**src/rtl/seg_reader.sv**
```systemverilog
// Seven-segment bus reader: filters the sampled glyph for stability and returns its hex value on valid/ready.
// Optional SEG_READER_ERR_EN adds the err pulse output for qualified unrecognised glyphs.
module seg_reader #(
  parameter int unsigned STABLE_CYCLES = 4
) (
  input  logic clk,
  input  logic rst_n,
  input  logic A,
  input  logic B,
  input  logic C,
  input  logic D,
  input  logic E,
  input  logic F,
  input  logic G,
  input  logic DP,
  input  logic digit,
  input  logic ready,
  output logic a,
  output logic b,
  output logic c,
  output logic d,
  output logic dp_out,
  output logic valid
`ifdef SEG_READER_ERR_EN
  ,
  output logic err
`endif
);

  localparam int unsigned CW = $clog2(STABLE_CYCLES) + 1;
  localparam logic [CW-1:0] CNT_MAX = CW'(STABLE_CYCLES);

  typedef enum logic [1:0] {
    ST_IDLE    = 2'd0,
    ST_SETTLE  = 2'd1,
    ST_PRESENT = 2'd2
  } state_e;

  state_e        state_q, state_d;
  logic [7:0]    seg_q, seg_d;
  logic [7:0]    last_q, last_d;
  logic          last_v_q, last_v_d;
  logic [CW-1:0] cnt_q, cnt_d;
  logic [3:0]    hex_q, hex_d;
  logic          dp_q, dp_d;
  logic          valid_q, valid_d;
`ifdef SEG_READER_ERR_EN
  logic          err_q, err_d;
`endif

  logic [7:0]    sample_c;
  logic [4:0]    decode_c;

  assign sample_c = {A, B, C, D, E, F, G, DP};

  // Returns {recognised, hex} for a {A..G} pattern.
  function automatic logic [4:0] decode(input logic [6:0] s);
    case (s)
      7'h7E:   decode = {1'b1, 4'h0};
      7'h30:   decode = {1'b1, 4'h1};
      7'h6D:   decode = {1'b1, 4'h2};
      7'h79:   decode = {1'b1, 4'h3};
      7'h33:   decode = {1'b1, 4'h4};
      7'h5B:   decode = {1'b1, 4'h5};
      7'h5F:   decode = {1'b1, 4'h6};
      7'h70:   decode = {1'b1, 4'h7};
      7'h7F:   decode = {1'b1, 4'h8};
      7'h7B:   decode = {1'b1, 4'h9};
      7'h77:   decode = {1'b1, 4'hA};
      7'h1F:   decode = {1'b1, 4'hB};
      7'h4E:   decode = {1'b1, 4'hC};
      7'h3D:   decode = {1'b1, 4'hD};
      7'h4F:   decode = {1'b1, 4'hE};
      7'h47:   decode = {1'b1, 4'hF};
      default: decode = 5'h00;
    endcase
  endfunction

  assign decode_c = decode(sample_c[7:1]);

  // Next-state and output logic.
  always_comb begin
    state_d  = state_q;
    seg_d    = seg_q;
    last_d   = last_q;
    last_v_d = last_v_q;
    cnt_d    = cnt_q;
    hex_d    = hex_q;
    dp_d     = dp_q;
    valid_d  = valid_q;
`ifdef SEG_READER_ERR_EN
    err_d    = 1'b0;
`endif
    case (state_q)
      ST_IDLE: begin
        seg_d    = sample_c;
        cnt_d    = '0;
        last_v_d = 1'b0;
        if (digit) begin
          state_d = ST_SETTLE;
          cnt_d   = CW'(1);
        end
      end
      ST_SETTLE: begin
        seg_d = sample_c;
        if (!digit) begin
          state_d  = ST_IDLE;
          cnt_d    = '0;
          last_v_d = 1'b0;
        end else begin
          if (sample_c != seg_q) begin
            cnt_d = CW'(1);
          end else if (cnt_q != CNT_MAX) begin
            cnt_d = cnt_q + CW'(1);
          end
          // A count of STABLE_CYCLES (>=2) implies sample_c == seg_q.
          if (cnt_d == CNT_MAX && (!last_v_q || sample_c != last_q)) begin
            if (decode_c[4]) begin
              hex_d   = decode_c[3:0];
              dp_d    = sample_c[0];
              valid_d = 1'b1;
              state_d = ST_PRESENT;
            end else begin
              last_d   = sample_c;
              last_v_d = 1'b1;
`ifdef SEG_READER_ERR_EN
              err_d    = 1'b1;
`endif
            end
          end
        end
      end
      ST_PRESENT: begin
        cnt_d = '0;
        if (ready) begin
          valid_d  = 1'b0;
          last_d   = seg_q;
          last_v_d = digit;
          state_d  = digit ? ST_SETTLE : ST_IDLE;
        end
      end
      default: begin
        state_d  = ST_IDLE;
        cnt_d    = '0;
        last_v_d = 1'b0;
        valid_d  = 1'b0;
      end
    endcase
  end

  always_ff @(posedge clk) begin
    if (!rst_n) begin
      state_q  <= ST_IDLE;
      seg_q    <= '0;
      last_q   <= '0;
      last_v_q <= 1'b0;
      cnt_q    <= '0;
      hex_q    <= '0;
      dp_q     <= 1'b0;
      valid_q  <= 1'b0;
`ifdef SEG_READER_ERR_EN
      err_q    <= 1'b0;
`endif
    end else begin
      state_q  <= state_d;
      seg_q    <= seg_d;
      last_q   <= last_d;
      last_v_q <= last_v_d;
      cnt_q    <= cnt_d;
      hex_q    <= hex_d;
      dp_q     <= dp_d;
      valid_q  <= valid_d;
`ifdef SEG_READER_ERR_EN
      err_q    <= err_d;
`endif
    end
  end

  assign {a, b, c, d} = hex_q;
  assign dp_out       = dp_q;
  assign valid        = valid_q;
`ifdef SEG_READER_ERR_EN
  assign err          = err_q;
`endif

endmodule
```
**config.mk**
```make
export PLATFORM = sky130hd
export DESIGN_NAME = seg_reader
export DESIGN_NICKNAME = d
export VERILOG_FILES = /design/src/rtl/seg_reader.sv
export SDC_FILE = /design/constraint.sdc
export NUM_CORES = 1
export LEC_CHECK = 0
export CORE_MARGIN = 5
export CORE_UTILIZATION = 40
export CTS_BUF_LIST = sky130_fd_sc_hd__clkbuf_16
export DETAILED_ROUTE_END_ITERATION = 8
export GPL_TIMING_DRIVEN = 0
export PLACE_DENSITY = 0.66
export SLEW_MARGIN = 25
export SYNTH_ARGS = -nofsm -noshare
export SYNTH_HDL_FRONTEND = slang
export SYNTH_SLANG_ARGS = --single-unit
```
**constraint.sdc**
```tcl
create_clock -name clk -period 4.45 [get_ports clk]
set_input_delay 0.6675 -clock clk [delete_from_list [all_inputs] [get_ports clk]]
set_output_delay 0.6675 -clock clk [all_outputs]
set_load 0.1 [all_outputs]
```
# After elaboration in Yosys (flattened, before gate mapping)
# Cells that the tools add are included.
# Widths: inputs -> output; s select.
classes:
  addsub: 1
  bitwise_logic: 1
  reduce_logical: 11
  n_eq_ne: 31
  muxes: 30
ops:
  columns: ["cell", "n"]
  rows:
  - ["$eq 7x7->1 const B", 12]
  - ["$pmux 5 s16", 1]
  - ["$mux 8", 4]
  - ["$eq 7x6->1 const B", 3]
  - ["$ne 8x8->1", 2]
  - ["$pmux 8 s2", 1]
  - ["$mux 3", 5]
  - ["$ne 2x2->1 const B", 6]
  - ["$ne 3x3->1 const B", 4]
  - ["$mux 1", 10]
  - ["$mux 2", 5]
  - ["$reduce_and 5->1", 2]
  - ["$reduce_and 4->1", 2]
  - ["$eq 7x5->1 const B", 1]
  - ["$pmux 2 s3", 1]
  - ["$pmux 3 s2", 1]
  - ["$add 3x1->3 const B", 1]
  - ["$eq 3x3->1 const B", 1]
  - ["$pmux 1 s3", 1]
  - ["$reduce_and 3->1", 1]
  - ["$eq 2x1->1 const B", 1]
  - ["$eq 2x2->1 const B", 1]
  - ["$logic_not 2->1", 1]
  - ["$pmux 1 s2", 1]
  - ["other kinds (6)", 6]
totals:
  reg_bits: 28
  in_bits: 12
  out_inout_bits: 6
  word_cells: 82

# Depth between registers and ports, before layout
logic_depth:
  word_depth: 10
  depth_mapped: 9
  mapped_depth_nobuf: 7

# Worst setup path after synthesis
# Ideal clock, no wire load.
synth_path:
  path_type: "input to register"
  startpoint: "input port E"
  endpoint: "register dp_q (netlist: dp_out)"
  arrival_time_ns: 2.447
  path_buffers: 3
  setup_slack_ns: 1.881
  cell_stages: 9
  setup_ns: 0.121
  t_required_ns: 4.329
  path_cell_list: "buf_2 > xor2_1 > nor4_1 > nand2_1 > or4_1 > buf_6 > or3b_1 > buf_6 > mux2i_1"
synth_via:
  elab_chain_len: 7
  word_cells_on_any_way: 26
  cone_classes: "19 x eq/ne; 4 x mux; 3 x reduce/logical"
synth_rtl:
  columns: ["item", "line", "text"]
  rows:
  - ["start, declared", "12", "input logic E,"]
  - ["$ne 8x8->1", "111", "if (sample_c != seg_q) begin"]
  - ["$mux 3", "111", null]
  - ["$mux 3", "106", "if (!digit) begin"]
  - ["$mux 3", "94", "case (state_q)"]
  - ["$eq 3x3->1", "117", "if (cnt_d == CNT_MAX && (!last_v_q || sample_c != last_q)) begin"]
  - ["$logic_and 1x1->1", "117", null]
  - ["$reduce_and 4->1 (no line) *", null, null]
  - ["end signal, assigned", "171", "dp_q <= dp_d;"]
  - ["end, declared", "45", "logic dp_q, dp_d;"]
# Every way passes the cells marked *; elsewhere a longest branch is shown, timed or not. The select of a mux whose other input is x is not followed.
# A chain may end at the register's enable or synchronous reset.

# Worst setup path after layout
layout_path:
  startpoint: "input port F"
  endpoint: "register last_q[1]"
layout_via:
  elab_chain_len: 8
  word_cells_on_any_way: 28
  cone_classes: "21 x eq/ne; 4 x mux; 3 x reduce/logical"
layout_rtl:
  columns: ["item", "line", "text"]
  rows:
  - ["start, declared", "13", "input logic F,"]
  - ["$ne 8x8->1", "111", null]
  - ["$mux 3", "111", null]
  - ["$mux 3", "106", null]
  - ["$mux 3", "94", null]
  - ["$eq 3x3->1", "117", null]
  - ["$logic_and 1x1->1", "117", null]
  - ["$ne 2x2->1 (no line)", null, null]
  - ["$reduce_and 5->1 (no line) *", null, null]
  - ["end signal, assigned", "167", "last_q <= last_d;"]
  - ["end, declared", "41", "logic [7:0] last_q, last_d;"]
# Marks and branches as above.

==> results.toml <==
[placement]
placed_area_mm2 = 0.002231
place_congestion = 0.8853
portBuffers = 11
place_hpwl_um = 3787

[critical_path]
critical_path.top_delay_family = "simple AND/OR/NAND/NOR gates"
cpMaxStageDelayCell = "a211oi_4"
required_ps = 4640
crit_type = "in -> reg"
start_kind = "primary input"
cp_slowest_stage_delay_ps = 570
critPathCaptureType = "flip-flop"
crit_arrival_ps = 3290
path_depth = 7
cp_num_buf_inv = 1
crit_fanout = 7
critical_path.cell_chain = "clkdlybuf4s50_1, nor2b_1, and3_1, nor3_1, a41oi_1, a211oi_4, mux2i_1"
r2r_cells = 8

[drt]
wl_met1_um = 2435
ant_nets = 0
wl_um = 5070
drc = 0
avgViaCountPerCell = 5.549
drt_first_pass_iters = 4
dr_wl_met2_um = 2398
wl_per_cell_um = 14.74
routed.top_layer = "met4"
drtIter0Drc = 145
wl_met3_um = 209
vias = 1909

[clock_network]
cts-buffers-inserted = 3
ctsResizeCount = 0
clock_sink_count = 28
path_clk_slew_ps = 70
clk_latency_ps = 260
htreeDepth = 1
cts_buffer_depth = 2
cts_hold_buf = 0
cts_root_buffer = "clkbuf_16"
post_cts_buffers = 0
cts_tree = "yes"

[synth]
synth-seq-area-share_pct = 27.57
syn_area_mm2 = 0.002033
ys_warn_count = 0
synth_area_per_cell_um2 = 7.850
synth_top_area_share_pct = 27.57
synth.distinct_cells = 49
synth_area_leaders = "dfxtp_1 (28%), mux2i_1 (6.4%), nand2_1 (6.1%)"
synthCells = 259
async_flop_share_pct = 0
ys.flop_type = "dfxtp_1"
yosys.area.top_type = "dfxtp_1"
synth_edf_count = 0
syn-num-nets = 277
ys_ff_latch = 28

[grt]
grt_pass1_wl_um = 8797
grt_max_degree = 16
grt_usage_pct = 16.73
antenna_found_initial = 0
first_global_vias = 1832
grt.overflow.total = 0

[finish]
layout.nets = 293
finalInstanceArea_mm2 = 0.002310
multi_input_area_mm2 = 0.001289
drive_above_1_share_pct = 7.299
antenna_cells = 0
syn_to_final_growth_pct = 13.60
seq_area_um2 = 560.5
fillers = 532

[sta]
worst_pin_slew_ps = 963.8
fmax_ghz = 0.3230
setup_violations = 0
finalHoldViolations = 0
fin_crit_sh_pct = 69.58
fin_skew_ps = 4.048
relSlewSlack_pct = 35.55
rsz0062_at_grt = "no"
finalMaxSlewViolations = 0
tns_ps = 0
fin_crit_ps = 3096

[min_path]
hold_depth = 2
hp-class = "reg -> reg"

[die]
placementRows = 26
fp.dieW_um = 81.30
io_pins = 18
die_area_mm2 = 0.006609
die_h_um = 81.30
start_util_pct = 40.58
coreArea_mm2 = 0.005010

[outcome]
status = "completed"

[power]
power_leakage_nw = 0.8245
powerDensity_mw_per_mm2 = 288.1
peakVddDrop_v = 0.0001704

[job]
drv_cap = 0
==> cell usage in the layout, fill, tap and decap left out, types with 6 or more instances in the layout <==
cell type        netlist  routed
buf_2                  6       6
clkdlybuf4s50_1        0      11
nor3_1                 7       7
ha_1                   6       6
o21ai_0               14      14
nor2_1                 7       7
inv_1                 12      12
nand2_1               33      33
mux2i_1               13      13
nand3_1                7       7
xnor2_1                9       9
clkbuf_1              13      13
xor2_1                 8       8
dfxtp_1               28      28
nand2b_1              10      10
o211ai_1               8       8
a21oi_1               18      18
==> flip-flops by register name, indices dropped and copies added, names as in the netlist <==
signal    flops
last_v_q      1
last_q        8
hex_q         4
valid         1
state_q       2
dp_out        1
seg_q         8
cnt_q         3
==> Yosys cell counts (2+ instances only) <==
library cell	instances
ha_1	6
nor4b_1	3
inv_1	12
nand2b_1	10
or4_1	2
clkbuf_1	13
o211ai_1	8
nor4bb_1	2
a21oi_1	18
a2111oi_0	2
nor2b_1	3
nand2_1	33
dfxtp_1	28
a31o_2	2
a31oi_1	3
nor4_1	4
nand3_1	7
xnor2_1	9
o21ai_0	14
nor2_1	7
buf_2	6
and3_1	4
xor2_1	8
o22ai_1	2
nand4_1	3
or3_1	4
nor3_1	7
nand3b_1	2
mux2i_1	13
buf_6	5
==> metrics by stage <==
step / worst slack [ps] / total power, mW / hold WS [ps] / instances / utilization (%)
after global placement: 1121 / 0.4575 / 448.1 / 340 / 44.53
after global routing: 1239 / 0.7004 / 485.3 / 344 / 46.10
final: 1354 / 0.6655 / 462.0 / 344 / 46.10
after CTS: 1376 / 0.6644 / 461.3 / 344 / 46.10
after floorplan: 1881 / 0.4154 / 435.0 / 259 / -
after detailed placement: 1118 / 0.4613 / 451.9 / 340 / 44.53
==> cell type report <==
type / count / share of cell area, %
clock buffer: 3 / 3.250
tap: 70 / 3.792
clock inverter: 1 / 0.1625
sequential: 28 / 24.27
timing repair buffer: 11 / 4.767
multi-input combinational: 194 / 55.80
buffer: 25 / 6.013
inverter: 12 / 1.950
==> path summary, 6_finish.rpt <==
check                           start                endpoint  slack [ps]
setup / recovery                    F  last_q[1]$_SDFFE_PN0P_        1350
hold / removal    dp_out$_SDFFE_PN0P_     dp_out$_SDFFE_PN0P_         460
setup reg to reg  cnt_q[0]$_SDFF_PN0_  last_q[1]$_SDFFE_PN0P_        1920
hold reg to reg   dp_out$_SDFFE_PN0P_     dp_out$_SDFFE_PN0P_         460
==> cells by family (layout without fill, tap and decap cells) <==
kind of cell               Yosys count  in the layout  share of synthesized area (%)
AOI/OAI and AO/OA                   60             60                          19.26
xor gates and xnor gates            18             18                          8.124
adders and majority gates            6              6                          3.692
buffers and inverters               37             52                          9.046
DFF                                 28             28                          27.57
muxes                               13             13                          6.400
and+or+nand+nor                     97             97                          25.91
==> report_power, final <==
group          switching [mW]  internal [mW]  total (mW)
Clock                  0.0875          0.121       0.208
Combinational           0.104         0.0672       0.171
Sequential             0.0167          0.270       0.286
==> tightest hold or removal path, stage by stage (launching register included) <==
cell,delay (ps)
dfxtp_1,310
nand2_1,50
mux2i_1,60
==> routing by layer <==
layer / up-vias / global-route usage (%)
met2: 44 / 27.44
met3: 2 / 2.106
li1: 945 / -
met5: - / 0
met4: 0 / 3.378
met1: 918 / 23.41
Power figures use the tool's default switching activity.
